<file path="config.mk">
export PLATFORM = sky130hd
export DESIGN_NAME = adam_spi_slave
export DESIGN_NICKNAME = d
export VERILOG_FILES = /design/src/rtl/adam_spi_slave.sv
export SDC_FILE = /design/constraint.sdc
export NUM_CORES = 1
export LEC_CHECK = 0
export CAP_MARGIN = 15
export CORE_ASPECT_RATIO = 2
export CORE_MARGIN = 3
export CORE_UTILIZATION = 59
export CTS_BUF_LIST = sky130_fd_sc_hd__clkbuf_2
export DETAILED_ROUTE_END_ITERATION = 6
export PLACE_DENSITY = 0.87
export SLEW_MARGIN = 20
export SYNTH_ARGS = -nofsm -noshare
export SYNTH_HDL_FRONTEND = slang
export SYNTH_SLANG_ARGS = --single-unit
</file>
<file path="constraint.sdc">
create_clock -name clk -period 2.6 [get_ports clk]
set_input_delay 0.26 -clock clk [delete_from_list [all_inputs] [get_ports clk]]
set_output_delay 0.26 -clock clk [all_outputs]
set_load 0.05 [all_outputs]
</file>
<file path="src/rtl/adam_spi_slave.sv">
// SPI mode-0 slave: synchronizes an external SPI bus into the clk domain and
// exposes single-entry TX holding and RX output registers with valid/ready handshakes.
module adam_spi_slave #(
  parameter int unsigned           DATA_WIDTH = 8,
  parameter logic [DATA_WIDTH-1:0] IDLE_BYTE  = 8'hFF
) (
  input  logic                  clk,
  input  logic                  rst,
  input  logic                  spi_sclk_i,
  input  logic                  spi_ss_n_i,
  input  logic                  spi_mosi_i,
  output logic                  spi_miso_o,
  output logic                  spi_miso_oe,
  input  logic [DATA_WIDTH-1:0] tx_data,
  input  logic                  tx_valid,
  output logic                  tx_ready,
  output logic [DATA_WIDTH-1:0] rx_data,
  output logic                  rx_valid,
  input  logic                  rx_ready,
  input  logic                  clr_flags,
  output logic                  rx_overrun,
  output logic                  tx_underrun,
  output logic                  busy
);

  localparam int unsigned CW = $clog2(DATA_WIDTH + 1);
  typedef logic [CW-1:0] cnt_t;
  typedef logic [DATA_WIDTH-1:0] word_t;

  typedef enum logic {
    S_IDLE,
    S_ACTIVE
  } state_e;

  state_e state_q, state_d;
  logic [2:0] sclk_sync_q, sclk_sync_d;
  logic [2:0] ss_sync_q, ss_sync_d;
  logic [1:0] mosi_sync_q, mosi_sync_d;
  logic [1:0] warm_q, warm_d;
  cnt_t  bit_cnt_q, bit_cnt_d;
  word_t tx_shift_q, tx_shift_d;
  word_t rx_shift_q, rx_shift_d;
  word_t hold_q, hold_d;
  logic  hold_full_q, hold_full_d;
  word_t rx_data_q, rx_data_d;
  logic  rx_valid_q, rx_valid_d;
  logic  rx_overrun_q, rx_overrun_d;
  logic  tx_underrun_q, tx_underrun_d;

  logic  sclk_rise, sclk_fall, ss_fall, ss_rise;
  logic  reload, rx_wr, ovr_set, und_set, tx_fire;
  word_t rx_byte;

  // A fall is only trusted once real samples have reached the third stage,
  // so an ss_n held low across reset cannot start a frame.
  assign sclk_rise = sclk_sync_q[1] & ~sclk_sync_q[2];
  assign sclk_fall = ~sclk_sync_q[1] & sclk_sync_q[2];
  assign ss_rise   = ss_sync_q[1] & ~ss_sync_q[2];
  assign ss_fall   = ~ss_sync_q[1] & ss_sync_q[2] & (warm_q == 2'd3);
  assign rx_byte   = {rx_shift_q[DATA_WIDTH-2:0], mosi_sync_q[1]};

  always_comb begin
    state_d       = state_q;
    sclk_sync_d   = {sclk_sync_q[1:0], spi_sclk_i};
    ss_sync_d     = {ss_sync_q[1:0], spi_ss_n_i};
    mosi_sync_d   = {mosi_sync_q[0], spi_mosi_i};
    warm_d        = (warm_q == 2'd3) ? warm_q : warm_q + 2'd1;
    bit_cnt_d     = bit_cnt_q;
    tx_shift_d    = tx_shift_q;
    rx_shift_d    = rx_shift_q;
    hold_d        = hold_q;
    hold_full_d   = hold_full_q;
    rx_data_d     = rx_data_q;
    rx_valid_d    = rx_valid_q;
    reload        = 1'b0;
    rx_wr         = 1'b0;
    ovr_set       = 1'b0;
    und_set       = 1'b0;

    unique case (state_q)
      S_IDLE: begin
        if (ss_fall) begin
          state_d    = S_ACTIVE;
          bit_cnt_d  = '0;
          rx_shift_d = '0;
          reload     = 1'b1;
        end
      end
      S_ACTIVE: begin
        if (ss_rise) begin
          state_d    = S_IDLE;
          bit_cnt_d  = '0;
          tx_shift_d = '0;
        end else if (sclk_rise) begin
          rx_shift_d = rx_byte;
          bit_cnt_d  = bit_cnt_q + cnt_t'(1);
          if (bit_cnt_q == cnt_t'(DATA_WIDTH - 1)) begin
            if (!rx_valid_q || rx_ready) rx_wr = 1'b1;
            else ovr_set = 1'b1;
          end
        end else if (sclk_fall) begin
          if (bit_cnt_q == cnt_t'(DATA_WIDTH)) begin
            reload    = 1'b1;
            bit_cnt_d = '0;
          end else begin
            tx_shift_d = tx_shift_q << 1;
          end
        end
      end
      default: state_d = S_IDLE;
    endcase

    if (reload) begin
      if (hold_full_q) begin
        tx_shift_d = hold_q;
      end else begin
        tx_shift_d = IDLE_BYTE;
        und_set    = 1'b1;
      end
    end

    // Holding register is only writable when empty, so a same-edge
    // reload always sees the old contents and the new byte stays held.
    tx_fire     = tx_valid & ~hold_full_q;
    hold_full_d = (hold_full_q & ~reload) | tx_fire;
    if (tx_fire) hold_d = tx_data;

    if (rx_wr) begin
      rx_data_d  = rx_byte;
      rx_valid_d = 1'b1;
    end else if (rx_ready) begin
      rx_valid_d = 1'b0;
    end

    rx_overrun_d  = (rx_overrun_q & ~clr_flags) | ovr_set;
    tx_underrun_d = (tx_underrun_q & ~clr_flags) | und_set;
  end

  always_ff @(posedge clk) begin
    if (rst) begin
      state_q       <= S_IDLE;
      sclk_sync_q   <= 3'b000;
      ss_sync_q     <= 3'b111;
      mosi_sync_q   <= 2'b00;
      warm_q        <= 2'd0;
      bit_cnt_q     <= '0;
      tx_shift_q    <= '0;
      rx_shift_q    <= '0;
      hold_q        <= '0;
      hold_full_q   <= 1'b0;
      rx_data_q     <= '0;
      rx_valid_q    <= 1'b0;
      rx_overrun_q  <= 1'b0;
      tx_underrun_q <= 1'b0;
    end else begin
      state_q       <= state_d;
      sclk_sync_q   <= sclk_sync_d;
      ss_sync_q     <= ss_sync_d;
      mosi_sync_q   <= mosi_sync_d;
      warm_q        <= warm_d;
      bit_cnt_q     <= bit_cnt_d;
      tx_shift_q    <= tx_shift_d;
      rx_shift_q    <= rx_shift_d;
      hold_q        <= hold_d;
      hold_full_q   <= hold_full_d;
      rx_data_q     <= rx_data_d;
      rx_valid_q    <= rx_valid_d;
      rx_overrun_q  <= rx_overrun_d;
      tx_underrun_q <= tx_underrun_d;
    end
  end

  assign spi_miso_o  = tx_shift_q[DATA_WIDTH-1];
  assign spi_miso_oe = (state_q == S_ACTIVE);
  assign busy        = (state_q == S_ACTIVE);
  assign tx_ready    = ~hold_full_q;
  assign rx_data     = rx_data_q;
  assign rx_valid    = rx_valid_q;
  assign rx_overrun  = rx_overrun_q;
  assign tx_underrun = tx_underrun_q;

endmodule
</file>
==> reports/results.txt <==
Outcome -> completed
Antenna violations before repair -> 0
Cell with the biggest individual delay on the critical path -> clkdlybuf4s50_1
Fin. max-slew vios -> 0
Total via count in the routed design -> 1638
CP required -> 2340 ps
Final RePlAce weighted congestion -> 0.8259
Synthesized-area fraction occupied by ao, oa, aoi and oai cells -> 16.09%
Total clock buffers created by CTS -> 5
Final worst path period share -> 82.39%
Number of fillers in the final layout -> 247
Power per standard cell area -> 525.0 nW/um2
Proportion of synthesized flip-flops having asynchronous set or reset -> 0%
M1 wire length -> 1602 um
Half-perimeter wire length of the detailed placement result -> 2969 um
Achievable frequency -> 0.4668 GHz
Floorplan die width -> 47.08 um
Library cell occupying the most area in the post-synthesis netlist -> dfxtp_1
Post-Synthesis Cells -> 223
Dominant cell by count in the synthesized netlist -> dfxtp_1
Insertion delay of the later-clocked pin in the worst-skew pair -> 460 ps
Count of TritonRoute iterations in the first routing pass -> 5
Vias per cell -> 5.747
Final setup TNS -> 0 ps
Startpoint type of the worst setup path -> flop
CTS Sinks -> 50
Distinct cell type count after synthesis -> 34
DR top layer -> met4
Total overflow reported by the global router -> 0
Detailed route wirelength on metal3 -> 181 um
Die area -> 4149 um2
Transition time at the pin with the least slew margin -> 881.9 ps
Most numerous cell types in the synthesized netlist -> dfxtp_1 (50), nor2_1 (38), nand2_1 (26)
Max-cap viol count -> 0
Share of the core filled with cells in the final layout -> 73.67%
I/O pin total -> 31
Chip Height -> 88.15 um
Number of buffers added for setup after CTS -> 0
I/O Buffers -> 30
Area fraction of the dominant cell type after synthesis -> 50.28%
Portion of netlist area occupied by mux cells -> 5.091%
Worst-case headroom to the max-slew limit -> 41.02%
Sum of met2 wire segment lengths after detailed routing -> 2232 um
Sort of element at the end of the critical path -> output pin
Clock transition at path regs -> 260 ps
Per-cell routed wire length -> 14.54 um
Sequential share of the synthesized area -> 50.28%
Standard-cell rows -> 29
Final clock skew -> 28.78 ps
Initial core utilization -> 62.34%
Maximum number of pins on one net before global-route repair -> 26
Unrepaired setup endpoints after global routing -> false
IR drop worst, VDD -> 0.4962 mV
Critical Setup Path Class -> reg2out
Bufs on Longest Clock Path -> 2
Adder-cell area share of the yosys netlist -> 1.886%
Post-synthesis share of cell area spent on xor and xnor gates -> 0.4400%
Signed area change from the synthesized netlist to the final layout -> 18.16%
Critical path buffers and inverters -> 1
Antenna-violating nets left -> 0
Class of the tightest hold or removal check -> in2reg
Delay-heaviest family, CP -> buffers and inverters
LEAKAGE -> 0.8428 nW
Number of global-route vias before repair -> 1591
Number of diodes -> 0
Final net count -> 272
Wire length of the first global-routing pass -> 6927 um
Number of storage elements in the synthesis netlist -> 50
Prevailing post-synth register cell -> dfxtp_1
Number of DRC violations after detailed routing -> 0
Synth Area in Simple Gates -> 22.25%
Top post-synthesis cells by area -> dfxtp_1 (50%), nor2_1 (7.2%), nand2_1 (4.9%)
Main combinational cell family by area after synthesis -> simple AND/OR/NAND/NOR gates
CTS tree -> built
Final setup viols -> 0
Post-Synthesis Mean Instance Area -> 8.927 um2
Slack of the worst reg-to-reg path -> 580 ps
Cells traversed along the worst timing path -> clkdlybuf4s50_1
WP data arrival -> 1880 ps
Net count of the mapped netlist -> 242
Largest stage delay, worst path -> 880 ps
Final critical path time including I/O delays and setup -> 2142 ps
Combined area of all synthesized cells -> 1991 um2
Core region area -> 3193 um2
Syn. warnings -> 0
Highest net fanout along the worst path -> 11
Overall routing resource usage -> 23.02%
Hold bufs inserted after CTS -> 0
Share of layout cells above drive strength 1 -> 7.874%
Initial DRC Count -> 53
Routed wire length -> 4145 um
Number of H-tree branching levels -> 2
Number of hold violations in the final report -> 0
Root Buffer -> clkbuf_2
Number of flops mapped to enable cells by yosys -> 0
Post-cts resize count -> 0
[path summary, 6_finish.rpt]
| check | startpoint | end | depth (start not counted) |
|---|---|---|---|
| max | busy | busy | 1 |
| min reg2reg | ss_sync_q[0] | ss_sync_q[1] | 1 |
| min | tx_data[1] | hold_q[1] | 3 |
| max reg2reg | busy | rx_data[3] | 6 |
[flip-flops by register name (all words and copies together) (netlist names)]
signal       count
hold_q           8
rx_data          8
tx_shift_q       8
rx_shift_q       7
bit_cnt_q        4
sclk_sync_q      3
ss_sync_q        3
mosi_sync_q      2
warm_q           2
busy             1
hold_full_q      1
rx_overrun       1
rx_valid         1
tx_underrun      1
[power by group]
group | switching [mW] | total (mW) | internal [mW]
clock network | 0.248 | 0.314 | 0.0664
logic | 0.0581 | 0.112 | 0.0543
registers | 0.0155 | 0.808 | 0.793
total | 0.322 | 1.23 | 0.913
[layout by cell type, fill, tap and decap left out, types with 2 or more instances in the layout]
cell type	count
nand3b_1	2
mux2i_1	9
nor2_1	38
a2bb2oi_1	2
or2_2	4
buf_4	5
nor3_1	2
clkbuf_2	5
a22oi_1	7
and3b_1	2
nor2b_1	7
a211oi_1	9
o21ai_0	8
a21oi_1	15
nand2_1	26
a311oi_1	3
inv_1	4
nand3_1	3
clkdlybuf4s50_1	30
nand2b_1	6
ha_1	3
dfxtp_1	50
[area by class of cell]
class                           count  area, um2  share of cell area [%]
Clock inverter                      3      20.02                  0.8511
Timing Repair Buffer               35      337.8                   14.36
Tap cell                           31      38.79                   1.649
Inverter                            5      18.77                  0.7979
Multi-Input combinational cell    156      910.9                   38.72
Sequential cell                    50       1001                   42.55
Clock buffer                        5      25.02                   1.064
[routing by layer]
metal | up-vias | GRT usage [%]
li1 | 820 | -
met1 | 755 | 24.71
met2 | 49 | 39.41
met3 | 14 | 5.761
met4 | 0 | 11.59
met5 | - | 0
[metrics by stage]
stage,hold slack (ps),instances,setup WS (ps),power (mW),instance area (um2)
after floorplan,363.8,223,658.8,0.8898,1991
after global placement,393.2,277,672.9,0.9334,2307
after detailed placement,401.3,277,654.9,0.9360,2307
after CTS,314.0,285,453.1,1.242,2352
after global routing,294.6,285,347.6,1.292,2352
final,307.9,285,457.9,1.235,2352
[cell families after synthesis]
| logic type | after synthesis |
|---|---|
| AO/OA/AOI/OAI | 49 |
| XOR/XNOR | 1 |
| adder cells (fa/ha/maj) | 3 |
| buffers and inverters | 17 |
| flip-flops | 50 |
| multiplexers | 10 |
| AND/OR/NAND/NOR | 93 |
Note: power is estimated with default switching activity, not from simulation.
